**config.mk**
```make
export PLATFORM = sky130hd
export DESIGN_NAME = prefetch_queue
export DESIGN_NICKNAME = d
export VERILOG_FILES = /design/src/rtl/lc3b_fetch_pkg.sv /design/src/rtl/fetch_fifo.sv /design/src/rtl/prefetch_queue.sv
export SDC_FILE = /design/constraint.sdc
export NUM_CORES = 1
export LEC_CHECK = 0
export CAP_MARGIN = 20
export CELL_PAD_IN_SITES_DETAIL_PLACEMENT = 0
export CELL_PAD_IN_SITES_GLOBAL_PLACEMENT = 1
export CORE_MARGIN = 1.5
export CORE_UTILIZATION = 44
export CTS_CLUSTER_SIZE = 30
export DETAILED_ROUTE_END_ITERATION = 8
export PLACE_DENSITY_LB_ADDON = 0.1
export RECOVER_POWER = 50
export SLEW_MARGIN = 20
export SYNTH_ARGS = -nofsm -noshare
export SYNTH_HDL_FRONTEND = slang
export SYNTH_SLANG_ARGS = --single-unit
```
**constraint.sdc**
```tcl
create_clock -name clk -period 5.02 [get_ports clk]
set_input_delay 0.753 -clock clk [delete_from_list [all_inputs] [get_ports clk]]
set_output_delay 0.753 -clock clk [all_outputs]
set_load 0.05 [all_outputs]
```
**src/rtl/lc3b_fetch_pkg.sv**
```systemverilog
`default_nettype none
// ============================================================================
// Module   : lc3b_fetch_pkg
// Brief    : Shared PCMUX encodings, reset PC and queue entry type for fetch.
// Revision : 1.0
// ============================================================================
package lc3b_fetch_pkg;

    localparam logic [1:0] PCMUX_SEQ    = 2'b00;
    localparam logic [1:0] PCMUX_TARGET = 2'b01;
    localparam logic [1:0] PCMUX_TRAP   = 2'b10;

    localparam int          FETCH_WIDTH      = 16;
    localparam logic [15:0] DEFAULT_RESET_PC = 16'h3000;

    typedef struct packed {
        logic [FETCH_WIDTH-1:0] npc;
        logic [FETCH_WIDTH-1:0] ir;
    } fetch_entry_t;

    // The reserved select code behaves exactly like sequential fetch.
    function automatic logic [1:0] pcmux_effective(input logic [1:0] sel);
        return (sel == 2'b11) ? PCMUX_SEQ : sel;
    endfunction

endpackage
`default_nettype wire

```
**src/rtl/fetch_fifo.sv**
```systemverilog
`default_nettype none
// ============================================================================
// Module   : fetch_fifo
// Brief    : Synchronous FIFO with flush; zero data presented while empty.
// Revision : 1.0
// ============================================================================
module fetch_fifo #(
    parameter int DEPTH  = 4,
    parameter int DATA_W = 32
) (
    input  logic                       clk,
    input  logic                       rst,
    input  logic                       flush,
    input  logic                       wr_en,
    input  logic [DATA_W-1:0]          wr_data,
    input  logic                       rd_en,
    output logic [DATA_W-1:0]          rd_data,
    output logic [$clog2(DEPTH):0]     count,
    output logic                       full,
    output logic                       empty
);
    localparam int PTR_W = $clog2(DEPTH);
    localparam int CNT_W = PTR_W + 1;

    logic [DATA_W-1:0] mem_q [DEPTH];
    logic [PTR_W-1:0]  wr_ptr_q, wr_ptr_d;
    logic [PTR_W-1:0]  rd_ptr_q, rd_ptr_d;
    logic [CNT_W-1:0]  count_q, count_d;
    logic              w_do_wr;
    logic              w_do_rd;

    assign full    = (count_q == CNT_W'(DEPTH));
    assign empty   = (count_q == '0);
    assign count   = count_q;
    assign w_do_wr = wr_en && !full && !flush;
    assign w_do_rd = rd_en && !empty && !flush;
    assign rd_data = empty ? '0 : mem_q[rd_ptr_q];

    // Pointers are exactly PTR_W bits wide, so increment wraps modulo DEPTH.
    always_comb begin
        wr_ptr_d = wr_ptr_q;
        rd_ptr_d = rd_ptr_q;
        count_d  = count_q;
        if (flush) begin
            wr_ptr_d = '0;
            rd_ptr_d = '0;
            count_d  = '0;
        end else begin
            if (w_do_wr) wr_ptr_d = wr_ptr_q + PTR_W'(1);
            if (w_do_rd) rd_ptr_d = rd_ptr_q + PTR_W'(1);
            case ({w_do_wr, w_do_rd})
                2'b10:   count_d = count_q + CNT_W'(1);
                2'b01:   count_d = count_q - CNT_W'(1);
                default: count_d = count_q;
            endcase
        end
    end

    always_ff @(posedge clk) begin
        if (rst) begin
            wr_ptr_q <= '0;
            rd_ptr_q <= '0;
            count_q  <= '0;
        end else begin
            wr_ptr_q <= wr_ptr_d;
            rd_ptr_q <= rd_ptr_d;
            count_q  <= count_d;
        end
    end

    always_ff @(posedge clk) begin
        if (!rst && w_do_wr) begin
            mem_q[wr_ptr_q] <= wr_data;
        end
    end

endmodule
`default_nettype wire

```
**src/rtl/prefetch_queue.sv**
```systemverilog
`default_nettype none
// ============================================================================
// Module   : prefetch_queue
// Brief    : LC-3b instruction prefetch: fetch PC, memory request, entry queue.
//            Optional macro FETCH_PERF_CNT_EN enables saturating perf counters.
// Revision : 1.0
// ============================================================================
module prefetch_queue
    import lc3b_fetch_pkg::*;
#(
    parameter int               DEPTH    = 4,
    parameter int               WIDTH    = 16,
    parameter logic [WIDTH-1:0] RESET_PC = WIDTH'(DEFAULT_RESET_PC)
) (
    input  logic                   clk,
    input  logic                   rst,
    input  logic [1:0]             pcmux,
    input  logic [WIDTH-1:0]       target_pc,
    input  logic [WIDTH-1:0]       trap_pc,
    input  logic                   br_stall,
    output logic                   imem_req,
    output logic [WIDTH-1:0]       imem_addr,
    input  logic                   imem_r,
    input  logic [WIDTH-1:0]       imem_data,
    input  logic                   de_ready,
    output logic                   de_v,
    output logic [WIDTH-1:0]       de_ir,
    output logic [WIDTH-1:0]       de_npc,
    output logic [$clog2(DEPTH):0] count,
    output logic                   full,
    output logic [15:0]            perf_fetched,
    output logic [15:0]            perf_stall,
    output logic [15:0]            perf_flush
);
    logic [WIDTH-1:0]   fetch_pc_q, fetch_pc_d;
    logic [1:0]         w_pcmux_eff;
    logic               w_seq;
    logic               w_redirect;
    logic               w_accept;
    logic               w_deq;
    logic               w_empty;
    logic [WIDTH-1:0]   w_next_pc;
    logic [2*WIDTH-1:0] w_head;

    assign w_pcmux_eff = pcmux_effective(pcmux);
    assign w_seq       = (w_pcmux_eff == PCMUX_SEQ);
    assign w_redirect  = !w_seq;
    assign w_next_pc   = fetch_pc_q + WIDTH'(2);

    // A redirect cycle never requests, so redirect-cycle data is never enqueued.
    assign imem_req  = !full && !br_stall && w_seq && !rst;
    assign imem_addr = fetch_pc_q;
    assign w_accept  = imem_req && imem_r;

    assign de_v   = !w_empty && w_seq && !rst;
    assign de_npc = rst ? '0 : w_head[2*WIDTH-1:WIDTH];
    assign de_ir  = rst ? '0 : w_head[WIDTH-1:0];
    assign w_deq  = de_v && de_ready;

    always_comb begin
        fetch_pc_d = fetch_pc_q;
        if (w_pcmux_eff == PCMUX_TARGET) begin
            fetch_pc_d = target_pc;
        end else if (w_pcmux_eff == PCMUX_TRAP) begin
            fetch_pc_d = trap_pc;
        end else if (w_accept) begin
            fetch_pc_d = w_next_pc;
        end
    end

    always_ff @(posedge clk) begin
        if (rst) fetch_pc_q <= RESET_PC;
        else     fetch_pc_q <= fetch_pc_d;
    end

    fetch_fifo #(
        .DEPTH  (DEPTH),
        .DATA_W (2*WIDTH)
    ) u_fifo (
        .clk     (clk),
        .rst     (rst),
        .flush   (w_redirect),
        .wr_en   (w_accept),
        .wr_data ({w_next_pc, imem_data}),
        .rd_en   (w_deq),
        .rd_data (w_head),
        .count   (count),
        .full    (full),
        .empty   (w_empty)
    );

`ifdef FETCH_PERF_CNT_EN
    logic [15:0] perf_fetched_q, perf_fetched_d;
    logic [15:0] perf_stall_q,   perf_stall_d;
    logic [15:0] perf_flush_q,   perf_flush_d;

    // Counters saturate at all-ones rather than wrapping.
    always_comb begin
        perf_fetched_d = perf_fetched_q;
        perf_stall_d   = perf_stall_q;
        perf_flush_d   = perf_flush_q;
        if (w_accept && perf_fetched_q != 16'hFFFF)
            perf_fetched_d = perf_fetched_q + 16'd1;
        if (de_ready && !de_v && perf_stall_q != 16'hFFFF)
            perf_stall_d = perf_stall_q + 16'd1;
        if (w_redirect && perf_flush_q != 16'hFFFF)
            perf_flush_d = perf_flush_q + 16'd1;
    end

    always_ff @(posedge clk) begin
        if (rst) begin
            perf_fetched_q <= '0;
            perf_stall_q   <= '0;
            perf_flush_q   <= '0;
        end else begin
            perf_fetched_q <= perf_fetched_d;
            perf_stall_q   <= perf_stall_d;
            perf_flush_q   <= perf_flush_d;
        end
    end

    assign perf_fetched = perf_fetched_q;
    assign perf_stall   = perf_stall_q;
    assign perf_flush   = perf_flush_q;
`else
    assign perf_fetched = '0;
    assign perf_stall   = '0;
    assign perf_flush   = '0;
`endif

endmodule
`default_nettype wire

```
==> results.txt <==
----------------------------------------------------
[Timing]
  Final setup violating endpoints ... 0
  RSZ-0062 raised after global routing ... no
  Time the worst path needs with I/O delays and setup ... 3.79 ns
  Fin crit share ... 75.4%
  Worst Tran Pin Value ... 1.96 ns
  Hold Fails Final Rpt ... 0
  Clock tree skew after final layout ... 0.00810 ns
  Slew HR ... -31.8%
  Number of max-slew violations in the final report ... 18
  Accumulated negative setup slack ... 0 ns
  Max frequency ... 264 MHz

[Yosys]
  Count of flip-flops with a built-in enable after synthesis ... 128
  Average cell area after synthesis ... 14.6 µm²
  Number of synthesis warnings ... 0
  Share of synthesized flip-flops with an asynchronous set or reset ... 0%
  Simple-gate share of the synthesized area ... 9.70%
  Area leader, netlist ... sky130_fd_sc_hd__edfxtp_1
  Cell count after synthesis ... 485
  Flip-flop and latch count after synthesis ... 153
  Synthesized cell area ... 7070 µm²
  Dominant combinational cell family by area after synthesis ... multiplexers
  Cells taking the most area after synthesis ... sky130_fd_sc_hd__edfxtp_1, sky130_fd_sc_hd__mux4_2, sky130_fd_sc_hd__dfxtp_1
  Adder and majority cell fraction of the synthesized area ... 1.70%
  Compound-cell area share of the yosys netlist ... 6.76%
  Share of cell area taken by muxes after synthesis ... 10.8%
  Ys flop type ... sky130_fd_sc_hd__edfxtp_1
  Post-synthesis cell type count ... 59
  Xor-xnor portion of the synthesized cell area ... 1.86%
  Fraction of the yosys area taken by sequential cells ... 61.5%
  Proportion of netlist area held by the largest area contributor ... 54.4%

[Route]
  Antenna violation net count after detailed routing ... 0
  Total number of vias ... 4069
  DRT iter0 DRCs ... 257
  Vias per cell ... 4.94
  Aggregate routed wire length ... 14000 µm
  TritonRoute pass-1 iters ... 4
  Wirelength per Cell ... 17.0 µm
  DRC violation count after routing ... 0

[Floorplanning]
  Vertical die dimension ... 130 µm
  Io pins ... 157
  Die outline width ... 130 µm
  Core area ... 15800 µm²
  Effective utilization at floorplan ... 44.8%
  FP Rows ... 46
  Floorplan die area ... 16800 µm²

[Status]
  Status ... finished with violations
  Failing checks ... max-capacitance violations, max-slew violations

[Clocking]
  Hold Buf Count CTS ... 0
  TritonCTS sink count ... 153
  Cell chosen for the clock root ... sky130_fd_sc_hd__clkbuf_16
  Setup bufs post-CTS ... 0
  Clock tree from TritonCTS ... done
  Cts bufs inserted ... 17
  Clock-pin transition on the worst setup and hold timing paths ... 0.06 ns
  Clock buffer depth ... 2
  Worst-skew pair later-pin latency ... 0.41 ns
  Number of levels the H-tree was split into ... 4
  Resized Gates After CTS ... 0

[GRT]
  Sum of overflow across all layers after global routing ... 0
  Total GRT Usage ... 17.6%
  GR met3 Demand/Resource ... 5.17%
  First-pass GRT wire length ... 21900 µm
  Number of antenna violations at the first check in global routing ... 0
  Met1 usage ... 23.7%
  Global route hottest layer ... met2
  Largest net degree at the start of global routing ... 33
  Met2 GRT Util ... 27.8%
  Vias in the first global route ... 4109

[Placement]
  HPWL after detailed placement ... 9280 µm
  Number of port buffers ... 108
  RePlAce Congestion ... 0.822

[Cells and area]
  Top library cells by usage in the layout, fill and taps aside ... sky130_fd_sc_hd__edfxtp_1, sky130_fd_sc_hd__clkdlybuf4s50_1, sky130_fd_sc_hd__conb_1
  Fraction of layout cells with a size suffix above 1 ... 13.0%
  Post-layout utilization of the core ... 55.0%
  Area added between synthesis and finish ... 22.6%
  Net total in the final layout ... 658
  Antenna cell count ... 0
  Leading cell type in the layout, fill and taps excluded ... sky130_fd_sc_hd__edfxtp_1

[Pwr]
  Peak supply drop ... 0.000224 V
  Power density cells ... 335 nW/µm²
  Leak ... 2.93 nW

[Setup path]
  Worst r2r src ... u_fifo.count[0]
  CP Data Required Time ... 4.27 ns
  Class of the most critical setup path ... flip-flop to primary output
  Endpoint kind of the worst setup timing path ... primary output
  Arr. time, crit path ... 3.03 ns
  Termination of the worst setup path ... de_ir[9]
  Minimum setup slack among reg-to-reg paths ... 2.30 ns
  Worst-path maximum fanout ... 19
  Worst flop-to-flop path endpoint ... imem_addr[11]
  Kind of start point of the critical path ... flip-flop
  Register-to-Register Path Depth ... 4

[Job]
  Max Cap Violations ... 1

[Worst hold path]
  Worst min path class ... flip-flop to flip-flop

----------------------------------------------------
routing by layer:
layer,part of all wire (%),vias up
met5,0,-
li1,-,1967
met3,5.3,9
met4,0.93,0
met1,47,1968
met2,47,125
synth_stat cells, drive strengths merged (8+ instances only):
library cell  instances
a21oi                22
and2                 37
buf                  66
clkbuf                8
dfxtp                25
edfxtp              128
ha                    8
inv                  13
mux4                 32
nand2                18
nor2                 13
o21ai                17
xnor2                11
state kept, by name (all words and copies together), names as in the netlist, named ones only:
signal           flops
u_fifo.mem_q       128
u_fifo.rd_ptr_q      2
imem_addr           16
u_fifo.wr_ptr_q      2
u_fifo.count         3
kinds of logic (layout without fill, tap and decap cells):
kind of cell	Yosys count	after routing
buf+inv	88	163
compound gates	70	70
fa+ha+maj	9	9
xor+xnor	15	15
simple gates	113	113
mux	36	36
other cells	1	48
flops	153	153
worst min path at each step:
stage | start | end | cells past startpoint
3_3_place_gp | imem_addr[2] | imem_addr[2] | 2
4_1_cts | u_fifo.count[2] | u_fifo.count[2] | 2
3_5_place_dp | u_fifo.wr_ptr_q[1] | u_fifo.wr_ptr_q[1] | 2
2_1_floorplan | imem_addr[0] | u_fifo.mem_q[0][16] | 0
6_report | u_fifo.count[2] | u_fifo.count[2] | 2
5_1_grt | imem_addr[2] | imem_addr[2] | 2
report_power, final:
group / total (W) / switching (W) / internal [W] / leakage [nW]
clock: 0.00115 / 0.000475 / 0.000675 / 0.260
sequential: 0.00143 / 0.0000285 / 0.00140 / 1.36
combinational: 0.000324 / 0.000225 / 0.0000994 / 1.31
total: 0.00291 / 0.000728 / 0.00218 / 2.93
per-stage QoR:
stage          cells  setup slack, ns  cell area, µm²  total power, W  hold WS [ns]
4_1_cts          823             1.10            8710         0.00295         0.522
3_3_place_gp     791             1.26            8180         0.00179         0.505
3_5_place_dp     791             1.22            8180         0.00179         0.513
2_1_floorplan    532             1.82            7240         0.00172         0.484
5_1_grt          823            0.972            8670         0.00302         0.542
6_report         823             1.23            8670         0.00291         0.510
layout make-up:
cell class,count,area [µm²]
Clock buffer,19,433
Multi-Input combinational cell,291,2310
Clock inverter,13,105
Tap cell,216,270
Sequential cell,153,4350
Fill cell,1362,7100
Inverter,14,52.6
Timing Repair Buffer,117,1150
worst max-delay path, cell delays in order (launching register included):
cell and delay [ns]:
sky130_fd_sc_hd__dfxtp_2 0.77, sky130_fd_sc_hd__buf_4 0.42, sky130_fd_sc_hd__mux4_2 0.55, sky130_fd_sc_hd__and2_1 0.17, sky130_fd_sc_hd__clkdlybuf4s50_1 0.69
Power figures use the tool's default switching activity.
